`src/rtl/noc_pkg.sv`:
```
// Shared types and constants for the NoC output-port arbiter and related
// router blocks (flit layout, arbiter FSM encoding).
package noc_pkg;

   localparam int FLIT_W   = 16;
   localparam int HEAD_BIT = 15;
   localparam int TAIL_BIT = 14;

   typedef logic [FLIT_W-1:0] flit_t;

   typedef enum logic [1:0] {
      IDLE    = 2'd0,
      ISSUE   = 2'd1,
      CAPTURE = 2'd2
   } arb_state_t;

   // True when the flit closes a packet (also true for a head+tail flit).
   function automatic logic is_tail(input flit_t f);
      return f[TAIL_BIT];
   endfunction

endpackage

```
`src/rtl/noc_output_arbiter_rr_picker.sv`:
```
// rr_picker: combinational round-robin selector. Searches the request vector
// starting at ptr and wrapping modulo N; returns a one-hot grant and a found
// flag. Shared with the VC allocator, so it carries no arbiter-specific state.
module rr_picker
   import noc_pkg::*;
#(
   parameter int N     = 5,
   parameter int PTR_W = 3
) (
   input  logic [N-1:0]     req,
   input  logic [PTR_W-1:0] ptr,
   output logic [N-1:0]     grant,
   output logic             found
);

   // First requester at or after ptr (circularly) wins.
   always_comb begin
      grant = '0;
      found = 1'b0;
      for (int k = 0; k < N; k++) begin
         int   idx;
         logic hit_s;
         idx        = (int'(ptr) + k) % N;
         hit_s      = req[idx] & ~found;
         grant[idx] = grant[idx] | hit_s;
         found      = found | hit_s;
      end
   end

endmodule

```
`src/rtl/noc_output_arbiter.sv`:
```
// noc_output_arbiter: wormhole output-port arbiter. Picks an input buffer
// round-robin, drains it one flit per two cycles (read, then capture) under
// downstream credit flow control, and holds the grant from head to tail.
// Optional build macro ARB_FLIT_CNT_EN adds a 32-bit forwarded-flit counter
// on port flit_cnt_o.
module noc_output_arbiter
   import noc_pkg::*;
#(
   parameter int NUM_IN  = 5,
   parameter int FLIT_W  = 16,
   parameter int CREDITS = 8
) (
   input  logic                     clk,
   input  logic                     reset,
   input  logic [NUM_IN-1:0]        in_empty_i,
   input  logic [NUM_IN-1:0]        in_valid_i,
   input  logic [NUM_IN*FLIT_W-1:0] in_data_i,
   output logic [NUM_IN-1:0]        in_read_o,
   output logic                     out_valid_o,
   output logic [FLIT_W-1:0]        out_data_o,
   input  logic                     out_credit_i,
   output logic [NUM_IN-1:0]        grant_o,
   output logic                     busy_o
`ifdef ARB_FLIT_CNT_EN
   ,output logic [31:0]             flit_cnt_o
`endif
);

   localparam int PTR_W = (NUM_IN > 1) ? $clog2(NUM_IN) : 1;
   localparam int CNT_W = $clog2(CREDITS + 1);
   localparam logic [CNT_W-1:0] CRED_MAX  = CNT_W'(CREDITS);
   localparam logic [PTR_W-1:0] LAST_IDX  = PTR_W'(NUM_IN - 1);

   arb_state_t              state_r;
   arb_state_t              state_nxt_s;
   logic [NUM_IN-1:0]       grant_r;
   logic [PTR_W-1:0]        rr_ptr_r;
   logic [CNT_W-1:0]        credits_r;
   logic                    out_valid_r;
   logic [FLIT_W-1:0]       out_data_r;

   logic [NUM_IN-1:0]       req_s;
   logic [NUM_IN-1:0]       pick_s;
   logic                    found_s;
   logic [PTR_W-1:0]        g_idx_s;
   logic [PTR_W-1:0]        nxt_ptr_s;
   logic [FLIT_W-1:0]       cap_flit_s;
   logic                    issue_s;
   logic                    capture_s;
   logic                    tail_s;

   assign req_s = ~in_empty_i;

   rr_picker #(
      .N     (NUM_IN),
      .PTR_W (PTR_W)
   ) u_picker (
      .req   (req_s),
      .ptr   (rr_ptr_r),
      .grant (pick_s),
      .found (found_s)
   );

   // Binary index of the current owner (grant is one-hot or zero).
   always_comb begin
      g_idx_s = '0;
      for (int i = 0; i < NUM_IN; i++) begin
         g_idx_s = g_idx_s | (grant_r[i] ? PTR_W'(i) : PTR_W'(0));
      end
   end

   // Per-cycle qualifiers: read issue, flit capture, tail detect, next pointer.
   always_comb begin
      cap_flit_s = in_data_i[int'(g_idx_s)*FLIT_W +: FLIT_W];
      issue_s    = (state_r == ISSUE) && !in_empty_i[g_idx_s] && (credits_r != '0);
      capture_s  = (state_r == CAPTURE) && in_valid_i[g_idx_s];
      tail_s     = cap_flit_s[TAIL_BIT];
      if (g_idx_s == LAST_IDX) begin
         nxt_ptr_s = '0;
      end else begin
         nxt_ptr_s = g_idx_s + PTR_W'(1);
      end
   end

   // Read strobe goes only to the owner, only in the cycle a read is issued.
   always_comb begin
      in_read_o = '0;
      if (issue_s) begin
         in_read_o = grant_r;
      end else begin
         in_read_o = '0;
      end
   end

   // Next-state logic: one read then one capture per flit until the tail.
   always_comb begin
      state_nxt_s = state_r;
      case (state_r)
         IDLE: begin
            if (found_s) begin
               state_nxt_s = ISSUE;
            end else begin
               state_nxt_s = IDLE;
            end
         end
         ISSUE: begin
            if (issue_s) begin
               state_nxt_s = CAPTURE;
            end else begin
               state_nxt_s = ISSUE;
            end
         end
         CAPTURE: begin
            if (capture_s) begin
               state_nxt_s = tail_s ? IDLE : ISSUE;
            end else begin
               state_nxt_s = CAPTURE;
            end
         end
         default: state_nxt_s = IDLE;
      endcase
   end

   // State register.
   always_ff @(posedge clk) begin
      if (reset) begin
         state_r <= IDLE;
      end else begin
         state_r <= state_nxt_s;
      end
   end

   // Grant lock and round-robin pointer: set on pick, released after the tail.
   always_ff @(posedge clk) begin
      if (reset) begin
         grant_r  <= '0;
         rr_ptr_r <= '0;
      end else if ((state_r == IDLE) && found_s) begin
         grant_r  <= pick_s;
      end else if (capture_s && tail_s) begin
         grant_r  <= '0;
         rr_ptr_r <= nxt_ptr_s;
      end
   end

   // Downstream credit counter: debit per read, credit per return pulse.
   always_ff @(posedge clk) begin
      if (reset) begin
         credits_r <= CRED_MAX;
      end else begin
         case ({issue_s, out_credit_i})
            2'b10:   credits_r <= credits_r - CNT_W'(1);
            2'b01:   credits_r <= (credits_r == CRED_MAX) ? credits_r : credits_r + CNT_W'(1);
            default: credits_r <= credits_r;
         endcase
      end
   end

   // Output flit register: one-cycle valid pulse per captured flit.
   always_ff @(posedge clk) begin
      if (reset) begin
         out_valid_r <= 1'b0;
         out_data_r  <= '0;
      end else begin
         out_valid_r <= capture_s;
         if (capture_s) begin
            out_data_r <= cap_flit_s;
         end
      end
   end

`ifdef ARB_FLIT_CNT_EN
   logic [31:0] flit_cnt_r;

   // Forwarded-flit counter; wraps naturally at 2^32.
   always_ff @(posedge clk) begin
      if (reset) begin
         flit_cnt_r <= 32'd0;
      end else if (capture_s) begin
         flit_cnt_r <= flit_cnt_r + 32'd1;
      end
   end

   assign flit_cnt_o = flit_cnt_r;
`endif

   assign out_valid_o = out_valid_r;
   assign out_data_o  = out_data_r;
   assign grant_o     = grant_r;
   assign busy_o      = (state_r != IDLE);

endmodule

```
`config.mk`:
```
export PLATFORM = sky130hd
export DESIGN_NAME = noc_output_arbiter
export DESIGN_NICKNAME = d
export VERILOG_FILES = /design/src/rtl/noc_pkg.sv /design/src/rtl/noc_output_arbiter_rr_picker.sv /design/src/rtl/noc_output_arbiter.sv
export SDC_FILE = /design/constraint.sdc
export NUM_CORES = 1
export LEC_CHECK = 0
export CAP_MARGIN = 20
export CORE_ASPECT_RATIO = 1.75
export CORE_MARGIN = 2
export CORE_UTILIZATION = 45
export CTS_BUF_LIST = sky130_fd_sc_hd__clkbuf_4 sky130_fd_sc_hd__clkbuf_8
export DETAILED_ROUTE_END_ITERATION = 6
export HOLD_SLACK_MARGIN = 0.05
export PLACE_DENSITY = 0.74
export SETUP_SLACK_MARGIN = 0.2
export SLEW_MARGIN = 20
export SYNTH_ARGS = -nofsm -noshare
export SYNTH_HDL_FRONTEND = slang
export SYNTH_SLANG_ARGS = --single-unit
```
`constraint.sdc`:
```
create_clock -name clk -period 7.6 [get_ports clk]
set_input_delay 1.52 -clock clk [delete_from_list [all_inputs] [get_ports clk]]
set_output_delay 1.52 -clock clk [all_outputs]
set_load 0.02 [all_outputs]
```
==> impl_metrics.toml, run 1 <==
[status]
outcome = "finished, final reports clean"

[synth]
async_flop_share = 0
synth_area_per_cell_um2 = 7.48
syn_nets = 783
synth_adder_area_share = 0.0925
ys_seq_elements = 31
synth_top_family_by_area = "compound AO/OA/AOI/OAI gates"
synth.distinct_cells = 91
synth-main-ff-cell = "dfxtp_1"
synthXorXnorAreaFrac = 0.0278
synth_compound_area_frac = 0.378
synth_top_area_frac = 0.127
synth_edf_count = 0
yosysTopAreaCell = "dfxtp_1"
synth-simple-area-share = 0.232
synthTopCellsByArea = "dfxtp_1, a211oi_1, ha_1, mux2i_1, a21oi_1"
ys_seq_area_frac = 0.127
muxShareOfSynthArea = 0.0794
synth_area_um2 = 4900
synthCells = 655
yosysWarnings = 0

[place]
io_buffers = 120
hpwl_um = 14100
gp_congestion = 0.997

[clock_tree]
htree_num_levels = 2
clkTransAtPathRegs_ns = 0.07
clk_path_buf_depth = 2
root_buffer = "clkbuf_8"
clk_latency_ns = 0.29
cts_tree = "yes"
clock-sinks = 31
post_cts_resized = 0
cts_buffers = 5
cts_hold_buffers = 0
post_cts_buffers = 0

[worst_setup_path]
path_delay_family = "compound AO/OA/AOI/OAI gates"
startpoint_type = "flip-flop"
slowest_delay_ns = 0.51
slowest_stage = "ha_1"
critPathMaxFanout = 11
worst_path_most_repeated_cell = "ha_1"
cp.arrival_ns = 6.46
reg2reg_depth = 21
critPathBufInv = 3
timing.rr.end = "grant_o[0]$_SDFFE_PP0P_"
path_cells = "inv_1 > ha_1 > inv_1 > ha_1 > inv_1 > ha_1 > nor3_1 > nor2_1 > xnor2_1 > ha_1 > nand2b_1 > a21oi_1 > a31oi_1 > or3_1 > a221o_1 > or3_1 > a31o_1 > a31oi_2 > o21ai_1 > a311oi_1 > a21oi_1"
r2r_slack_ns = 1.32
critPathRequiredTime_ns = 7.78
crit_type = "flip-flop to flip-flop"
worst_setup_path_end_kind = "flip-flop"
reg2reg_from = "rr_ptr_r[1]$_SDFFE_PP0P_"

[drt]
drt_iter0_drc = 243
drtAntennaViolNets = 0
drc_errors = 0
dr.pass1.iters = 4
wirelength_um = 18200
routedWlPerCell_um = 20.7
vias = 5584
routed_via_density = 6.35

[pwr]
p_leak_nw = 2.26
power.density_nw_per_um2 = 281
ir_drop_mv = 0.195

[worst_hold_path]
holdPathStages = 2
hold_path_class = "flip-flop to flip-flop"
min-delay-start = "grant_o[3]$_SDFFE_PP0P_"
min_to = "grant_o[3]$_SDFFE_PP0P_"

[layout]
seq_area_um2 = 621
n_fill_cell = 991
n_antenna_cell = 0
area_growth_pct = 27.4
layout-drive-gt1-share = 0.0761
layout_commonest_cell = "clkdlybuf4s50_1"
final_cell_mix = "clkdlybuf4s50_1, a211oi_1, nor2_1"
multi_input_area_um2 = 3980
nets = 876

[timing]
finClkSkew_ns = 0.00545
max_freq_mhz = 159
fin_crit_ns = 6.28
whs_ns = 0.480
rsz0062_at_grt = "no"
finalSetupViolCount = 0
hold_viol = 0
fin_tns_setup_ns = 0
slew_headroom = 0.333
finalMaxSlewViolations = 0
tightest_slew_ns = 0.997
fin_crit_sh = 0.826

[die]
die_h_um = 142
initial_utilization = 0.461
die_area_um2 = 11800
io_pins = 121
rows = 50
die_x_um = 82.9
core_um2 = 10600

[global_route]
track_usage = 0.306
antenna_found_initial = 0
grt_pass1_wl_um = 29300
overflow = 0
grt_start_max_net_pins = 44
grt_pass1_vias = 5609

[job]
cap_violations = 0
## cell families (layout without fill, tap and decap cells)
family | after synthesis | count (layout)
AOI/OAI and AO/OA | 242 | 242
xor gates and xnor gates | 13 | 13
buffers and inverters | 75 | 169
muxes | 37 | 37
adders and majority gates | 35 | 35
and+or+nand+nor | 222 | 222
DFF | 31 | 31
## power by group
| group | internal, mW | switching [mW] | total, mW |
|---|---|---|---|
| registers | 0.209 | 0.0447 | 0.254 |
| clock network | 0.0862 | 0.0634 | 0.150 |
| logic | 0.535 | 0.816 | 1.35 |
| total | 0.830 | 0.924 | 1.75 |
## sequential cells by signal (all words and copies together) (netlist names)
name and flops:
credits_r 4, grant_o 5, out_data_o 16, out_valid_o 1, rr_ptr_r 3, state_r 2
## stage by stage
stage | utilization | area, um^2 | power [mW] | instances | worst slack, ns
finish | 0.587 | 6240 | 1.75 | 879 | 1.32
global route | 0.587 | 6240 | 1.89 | 879 | 0.803
CTS | 0.586 | 6230 | 1.74 | 879 | 1.49
detailed placement | 0.576 | 6130 | 1.59 | 871 | 1.53
global placement | 0.576 | 6130 | 1.56 | 871 | 1.74
floorplan | - | 4900 | 1.22 | 655 | 2.08
## layout make-up
class | count | share of cell area
timing repair buffer | 125 | 0.198
tap | 130 | 0.0261
inverter | 36 | 0.0216
clock buffer | 8 | 0.0166
multi-input combinational | 549 | 0.638
sequential | 31 | 0.0994
## cells in the mapped netlist (6+ instances only)
cell type and instances:
a211oi_1 59, a21o_1 8, a21oi_1 43, a31oi_1 9, and2_1 23, and3_1 7
buf_1 11, buf_2 7, clkbuf_1 17, dfxtp_1 31, ha_1 33, inv_1 30
inv_2 6, mux2i_1 31, nand2_1 46, nand2b_1 13, nand3_1 7, nor2_1 56
nor2b_1 9, nor3_1 22, o211ai_1 9, o21ai_0 17, o21ai_1 7, o22ai_1 6
o31ai_1 7, or3_1 9, xnor2_1 10
## metal layers
metal  vias to the layer above  wire [um]  track usage
met4                         0       1050        0.191
met5                         -          0            0
li1                       2664          -            -
met2                       258       9630        0.582
met1                      2600       6530        0.313
met3                        62        983       0.0371
## worst min-delay path, delay by kind of cell (launching register included)
kind | cells | cell delay (ns)
AOI/OAI and AO/OA | 1 | 0.05
and+or+nand+nor | 1 | 0.06
DFF | 1 | 0.33
## how the worst max path moves through the flow
stage	from	to	slack (ns)	cells past startpoint
floorplan	rr_ptr_r[0]$_SDFFE_PP0P_	grant_o[0]$_SDFFE_PP0P_	2.08	24
global placement	rr_ptr_r[1]$_SDFFE_PP0P_	grant_o[0]$_SDFFE_PP0P_	1.74	21
detailed placement	rr_ptr_r[1]$_SDFFE_PP0P_	grant_o[0]$_SDFFE_PP0P_	1.53	21
CTS	rr_ptr_r[1]$_SDFFE_PP0P_	grant_o[0]$_SDFFE_PP0P_	1.49	21
global route	rr_ptr_r[1]$_SDFFE_PP0P_	grant_o[0]$_SDFFE_PP0P_	0.80	21
finish	rr_ptr_r[1]$_SDFFE_PP0P_	grant_o[0]$_SDFFE_PP0P_	1.32	21
Note: power is estimated with default switching activity, not from simulation.
==> inputs of run 2 (changes only) <==
--- a/config.mk
+++ b/config.mk
@@ -12,7 +12,7 @@
 export CTS_BUF_LIST = sky130_fd_sc_hd__clkbuf_4 sky130_fd_sc_hd__clkbuf_8
 export DETAILED_ROUTE_END_ITERATION = 6
 export HOLD_SLACK_MARGIN = 0.05
-export PLACE_DENSITY = 0.74
+export PLACE_DENSITY = 0.77
 export SETUP_SLACK_MARGIN = 0.2
 export SLEW_MARGIN = 20
 export SYNTH_ARGS = -nofsm -noshare
==> constraint.sdc (replaced) <==
create_clock -name clk -period 5.1 [get_ports clk]
set_input_delay 1.02 -clock clk [delete_from_list [all_inputs] [get_ports clk]]
set_output_delay 1.02 -clock clk [all_outputs]
set_load 0.02 [all_outputs]
==> run 2 against run 1 <==
The flow now finishes with violations (DRC). Non-clock buffer count up 20. Core utilization up 2.8 points. Global-route usage down 0.11 points. Sequential share of layout area down 0.44 points. First-iteration DRC count up 23%. Hold slack about the same. Sequential power up 47%. Clock power up 48%. Via count up 2.3%. Critical path type unchanged. Largest cell class unchanged.
==> impl_metrics.toml, run 2 (synthesized netlist as in run 1, its figures left out) <==
[status]
outcome = "complete, but fails checks"
violations = "DRC"

[drt]
drtAntennaViolNets = 0
wirelength_um = 18500
drt_iter0_drc = 298
drc_errors = 2
routed_via_density = 6.36
routedWlPerCell_um = 20.5
dr.pass1.iters = 6
vias = 5715

[global_route]
grt_util_met2 = 0.608
grt_pass1_wl_um = 29400
top_usage_layer = "met2"
use_met3 = 0.0267
use_met1 = 0.316
grt_pass1_vias = 5678
overflow = 0
track_usage = 0.305
grt_start_max_net_pins = 44
antenna_found_initial = 0

[place]
io_buffers = 120
gp_congestion = 0.945
placed_cell_area_um2 = 6270
dpl_worst_slack_ns = 0.207
hpwl_um = 14200

[worst_hold_path]
min_to = "grant_o[3]$_SDFFE_PP0P_"
hold_path_class = "flip-flop to flip-flop"
min-delay-start = "grant_o[3]$_SDFFE_PP0P_"
holdPathStages = 2

[timing]
finalSetupViolCount = 0
whs_ns = 0.480
fin_tns_setup_ns = 0
slew_headroom = 0.287
finClkSkew_ns = 0.00756
finalMaxSlewViolations = 0
fin_crit_sh = 0.918
max_freq_mhz = 214
fin_crit_ns = 4.68
hold_viol = 0
final.setup.worst_slack_ns = 0.420
tightest_slew_ns = 1.07
rsz0062_at_grt = "no"

[clock_tree]
root_buffer = "clkbuf_8"
htree_num_levels = 2
cts_tree = "yes"
clock-sinks = 31
clkTransAtPathRegs_ns = 0.07
clk_path_buf_depth = 2
clk_latency_ns = 0.30
cts_buffers = 5

[worst_setup_path]
crit_type = "flip-flop to flip-flop"
reg2reg_from = "rr_ptr_r[2]$_SDFFE_PP0P_"
cp.arrival_ns = 4.90
startpoint_type = "flip-flop"
worst_setup_path_end_kind = "flip-flop"
r2r_slack_ns = 0.42
critPathRequiredTime_ns = 5.32
reg2reg_depth = 18
timing.rr.end = "grant_o[1]$_SDFFE_PP0P_"
critPathMaxFanout = 7

[pwr]
ir_drop_mv = 0.245
p_leak_nw = 2.38
finalPower_mw = 2.73
power.density_nw_per_um2 = 417

[layout]
n_fill_cell = 985
n_antenna_cell = 0
layout_commonest_cell = "clkdlybuf4s50_1"
final_cell_mix = "clkdlybuf4s50_1, a211oi_1, nor2_1"
layout-drive-gt1-share = 0.126
nets = 896
largest_reg_flops = 16
area_growth_pct = 33.6
finalInstanceArea_um2 = 6540

[die]
die_h_um = 142
die_area_um2 = 11800
initial_utilization = 0.461
die_x_um = 82.9
rows = 50
core_um2 = 10600
io_pins = 121

[job]
cap_violations = 0
run 2: cell count changes in the layout (fill, tap and decap cells not counted), sizes merged:
cell	delta
clkbuf	-1
buf	+20
clkinvlp	+1
run 2: area by class of cell:
cell class / count / area [um^2] / share of cell area
multi-input combinational: 549 / 4130 / 0.631
timing repair buffer: 145 / 1390 / 0.212
sequential: 31 / 622 / 0.0950
tap: 130 / 163 / 0.0249
inverter: 36 / 138 / 0.0210
clock buffer: 7 / 96.3 / 0.0147
clock inverter: 1 / 7.51 / 0.00115
run 2: timing repair:
item,CTS,global route
cloned,0,0
pin swaps,1,3
hold buffers,0,0
resized for setup,1,24
setup endpoints to repair,1,5
buffers inserted,0,3
run 2: worst max path at each step:
stage / startpoint / cells past startpoint / slack (ns) / endpoint
global placement: rr_ptr_r[1]$_SDFFE_PP0P_ / 21 / 0.39 / grant_o[0]$_SDFFE_PP0P_
global route: rr_ptr_r[1]$_SDFFE_PP0P_ / 21 / 0.17 / grant_o[0]$_SDFFE_PP0P_
detailed placement: rr_ptr_r[1]$_SDFFE_PP0P_ / 18 / 0.21 / grant_o[0]$_SDFFE_PP0P_
floorplan: rr_ptr_r[0]$_SDFFE_PP0P_ / 24 / 0.22 / grant_o[0]$_SDFFE_PP0P_
CTS: rr_ptr_r[1]$_SDFFE_PP0P_ / 18 / 0.20 / grant_o[0]$_SDFFE_PP0P_
finish: rr_ptr_r[2]$_SDFFE_PP0P_ / 18 / 0.42 / grant_o[1]$_SDFFE_PP0P_
run 2: power by group:
part	switching, mW	internal [mW]
Clock	0.0997	0.123
Sequential	0.0617	0.312
Combinational	1.27	0.865
Total	1.43	1.30
run 2: worst max-delay path, cell delays in order, from the launching register on:
cell and delay, ns:
dfxtp_1 0.35, inv_2 0.09, ha_1 0.30, o31a_2 0.43, xnor2_2 0.23, inv_2 0.10
ha_1 0.23, fa_2 0.41, nor4b_2 0.33, a21oi_1 0.11, a221o_1 0.34, a21o_1 0.20
nor2b_1 0.31, o21ai_0 0.15, a31oi_1 0.31, a31oi_4 0.14, nor3_1 0.24, a311oi_1 0.08
o31ai_1 0.22
run 2: metal layers:
metal  wire length, um  up-vias  part of all wire
li1                  -     2701                 -
met1              6600     2705              0.36
met2             10200      257              0.55
met3               933       52             0.051
met4               721        0             0.039
met5                 0        -                 0
run 2: per-stage QoR:
stage                     cells   util
after floorplan             655      -
after global placement      888  0.590
after detailed placement    888  0.590
after CTS                   896  0.600
after global routing        899  0.615
final                       899  0.615
==> inputs of run 3 (changes only) <==
--- a/config.mk
+++ b/config.mk
@@ -11,7 +11,8 @@
 export CORE_UTILIZATION = 45
 export CTS_BUF_LIST = sky130_fd_sc_hd__clkbuf_4 sky130_fd_sc_hd__clkbuf_8
 export DETAILED_ROUTE_END_ITERATION = 6
-export HOLD_SLACK_MARGIN = 0.05
+export HOLD_SLACK_MARGIN = 0.02
+export MAX_ROUTING_LAYER = met4
 export PLACE_DENSITY = 0.77
 export SETUP_SLACK_MARGIN = 0.2
 export SLEW_MARGIN = 20
==> run 3 against run 2 <==
The run now ends clean. Clock power is essentially flat. Core utilization shrank 0.79 points. Fmax shrank 0.30%. Worst setup slack lost 0.014 ns. Routed wire length shrank 0.56%. Global-route usage grew 0.88 points. First-iteration DRC count shrank 18%. Clock skew shrank 0.0030 ns. Final cell count shrank 0.11%. Critical path type unchanged. Critical endpoint is now grant_o[0]$_SDFFE_PP0P_. Largest power group unchanged. Highest routed layer unchanged.
==> impl_metrics.toml, run 3 (synthesized netlist as in run 1, its figures left out) <==
[timing]
fin_tns_setup_ns = 0
max_freq_mhz = 213
fin_crit_sh = 0.920
tightest_slew_ns = 1.02
finalSetupViolCount = 0
slew_headroom = 0.321
fin_crit_ns = 4.69
rsz0062_at_grt = "no"
hold_viol = 0
finClkSkew_ns = 0.00454
finalMaxSlewViolations = 0

[pwr]
ir_drop_mv = 0.334
power.density_nw_per_um2 = 415
power.share.switching = 0.522
finalPower_mw = 2.68
p_seq_frac = 0.139
clockPowerShare = 0.082
internal-power_mw = 1.28
power_frac_comb = 0.779
p_leak_nw = 2.37
p_switching_mw = 1.40

[clock_tree]
htree_num_levels = 2
clk_latency_ns = 0.29
clkTransAtPathRegs_ns = 0.06
root_buffer = "clkbuf_8"
cts_tree = "yes"
clk_path_buf_depth = 2
cts_hold_buffers = 0
clock-sinks = 31
cts_buffers = 5

[layout]
layout-drive-gt1-share = 0.116
nets = 895
area_growth_pct = 31.9
n_antenna_cell = 0
n_fill_cell = 974
layout_commonest_cell = "clkdlybuf4s50_1"
final_cell_mix = "clkdlybuf4s50_1, a211oi_1, nor2_1"
largest_reg_flops = 16

[die]
core_um2 = 10600
die_area_um2 = 11800
io_pins = 121
die_x_um = 82.9
initial_utilization = 0.461
rows = 50
die_h_um = 142

[global_route]
grt_pass1_wl_um = 29300
grt_start_max_net_pins = 44
overflow = 0
track_usage = 0.314
grt_pass1_vias = 5677
antenna_found_initial = 0

[drt]
vias = 5727
wirelength_um = 18400
drtAntennaViolNets = 0
routedWlPerCell_um = 20.4
drt_iter0_drc = 245
dr.pass1.iters = 5
drc_errors = 0
routed_via_density = 6.38

[place]
hpwl_um = 14300
io_buffers = 120
gp_congestion = 0.991

[worst_setup_path]
crit_type = "flip-flop to flip-flop"
critPathRequiredTime_ns = 5.27
critPathMaxFanout = 22
critPathBufInv = 4
slowest_delay_ns = 0.48
worst_setup_path_end_kind = "flip-flop"
path_cells = "buf_4 > ha_1 > buf_4 > nand2_1 > inv_2 > ha_1 > nand2b_1 > a2bb2oi_1 > nand4b_1 > and3_1 > nor2_1 > o32ai_2 > inv_1 > a211o_1 > a21o_1 > a311oi_1 > a21oi_1"
cp.arrival_ns = 4.86
startpoint_type = "flip-flop"
path_delay_family = "compound AO/OA/AOI/OAI gates"
slowest_stage = "o32ai_2"

[status]
outcome = "finished, final reports clean"

[worst_hold_path]
hold_path_class = "flip-flop to flip-flop"

[job]
cap_violations = 0
-- run 3: cell types whose count changed in the layout (fill, tap and decap cells not counted), sizes merged --
cell,delta
buf,-1
clkbuf,+1
clkinvlp,-1
-- run 3: repair_timing --
action / in CTS / in global routing
setup endpoints to repair: 1 / 5
gates resized for setup: 1 / 12
setup buffers: 0 / 2
gates cloned: 0 / 0
pin swaps: 0 / 2
-- run 3: power groups by stage --
stage	clock network (mW)	registers, mW	logic [mW]
after floorplan	0	0.420	1.41
after global placement	0	0.374	1.99
after detailed placement	0	0.378	2.03
after CTS	0.221	0.373	2.04
after global routing	0.235	0.384	2.26
final	0.220	0.373	2.09
-- run 3: area by class of cell --
class                   instances  area (um^2)  area share
clock buffers                   8          104      0.0161
inverters                      36          138      0.0213
multi-input cells             549         4050       0.627
flip-flops and latches         31          622      0.0963
well taps                     130          163      0.0252
repair buffers                144         1380       0.214
-- run 3: worst paths after layout --
kind | slack, ns | from | cells past startpoint | to
max | 0.41 | rr_ptr_r[2]$_SDFFE_PP0P_ | 17 | grant_o[0]$_SDFFE_PP0P_
min | 0.48 | grant_o[3]$_SDFFE_PP0P_ | 2 | grant_o[3]$_SDFFE_PP0P_
max reg2reg | 0.41 | rr_ptr_r[2]$_SDFFE_PP0P_ | 17 | grant_o[0]$_SDFFE_PP0P_
min reg2reg | 0.48 | grant_o[3]$_SDFFE_PP0P_ | 2 | grant_o[3]$_SDFFE_PP0P_
-- run 3: metrics by stage --
step | std cells | hold slack [ns] | worst slack [ns] | utilization | instance area, um^2
2_1_floorplan | 655 | 0.496 | 0.217 | - | 4930
4_1_cts | 896 | 0.482 | 0.223 | 0.600 | 6380
3_3_place_gp | 888 | 0.477 | 0.383 | 0.590 | 6270
3_5_place_dp | 888 | 0.474 | 0.221 | 0.590 | 6270
5_1_grt | 898 | 0.516 | 0.198 | 0.607 | 6460
6_report | 898 | 0.475 | 0.406 | 0.607 | 6460
-- run 3: per-layer routing --
metal  share of wire  vias to the layer above  track usage
li1                -                     2699            -
met1            0.36                     2709        0.307
met2            0.54                      248        0.590
met3           0.049                       71       0.0400
met4           0.053                        0        0.178
met5               0                        -            -
-- run 3: tightest hold or removal path: stages (launching register included) --
cell and delay (ns):
dfxtp_1 0.33, nand2_1 0.06, o21ai_1 0.05
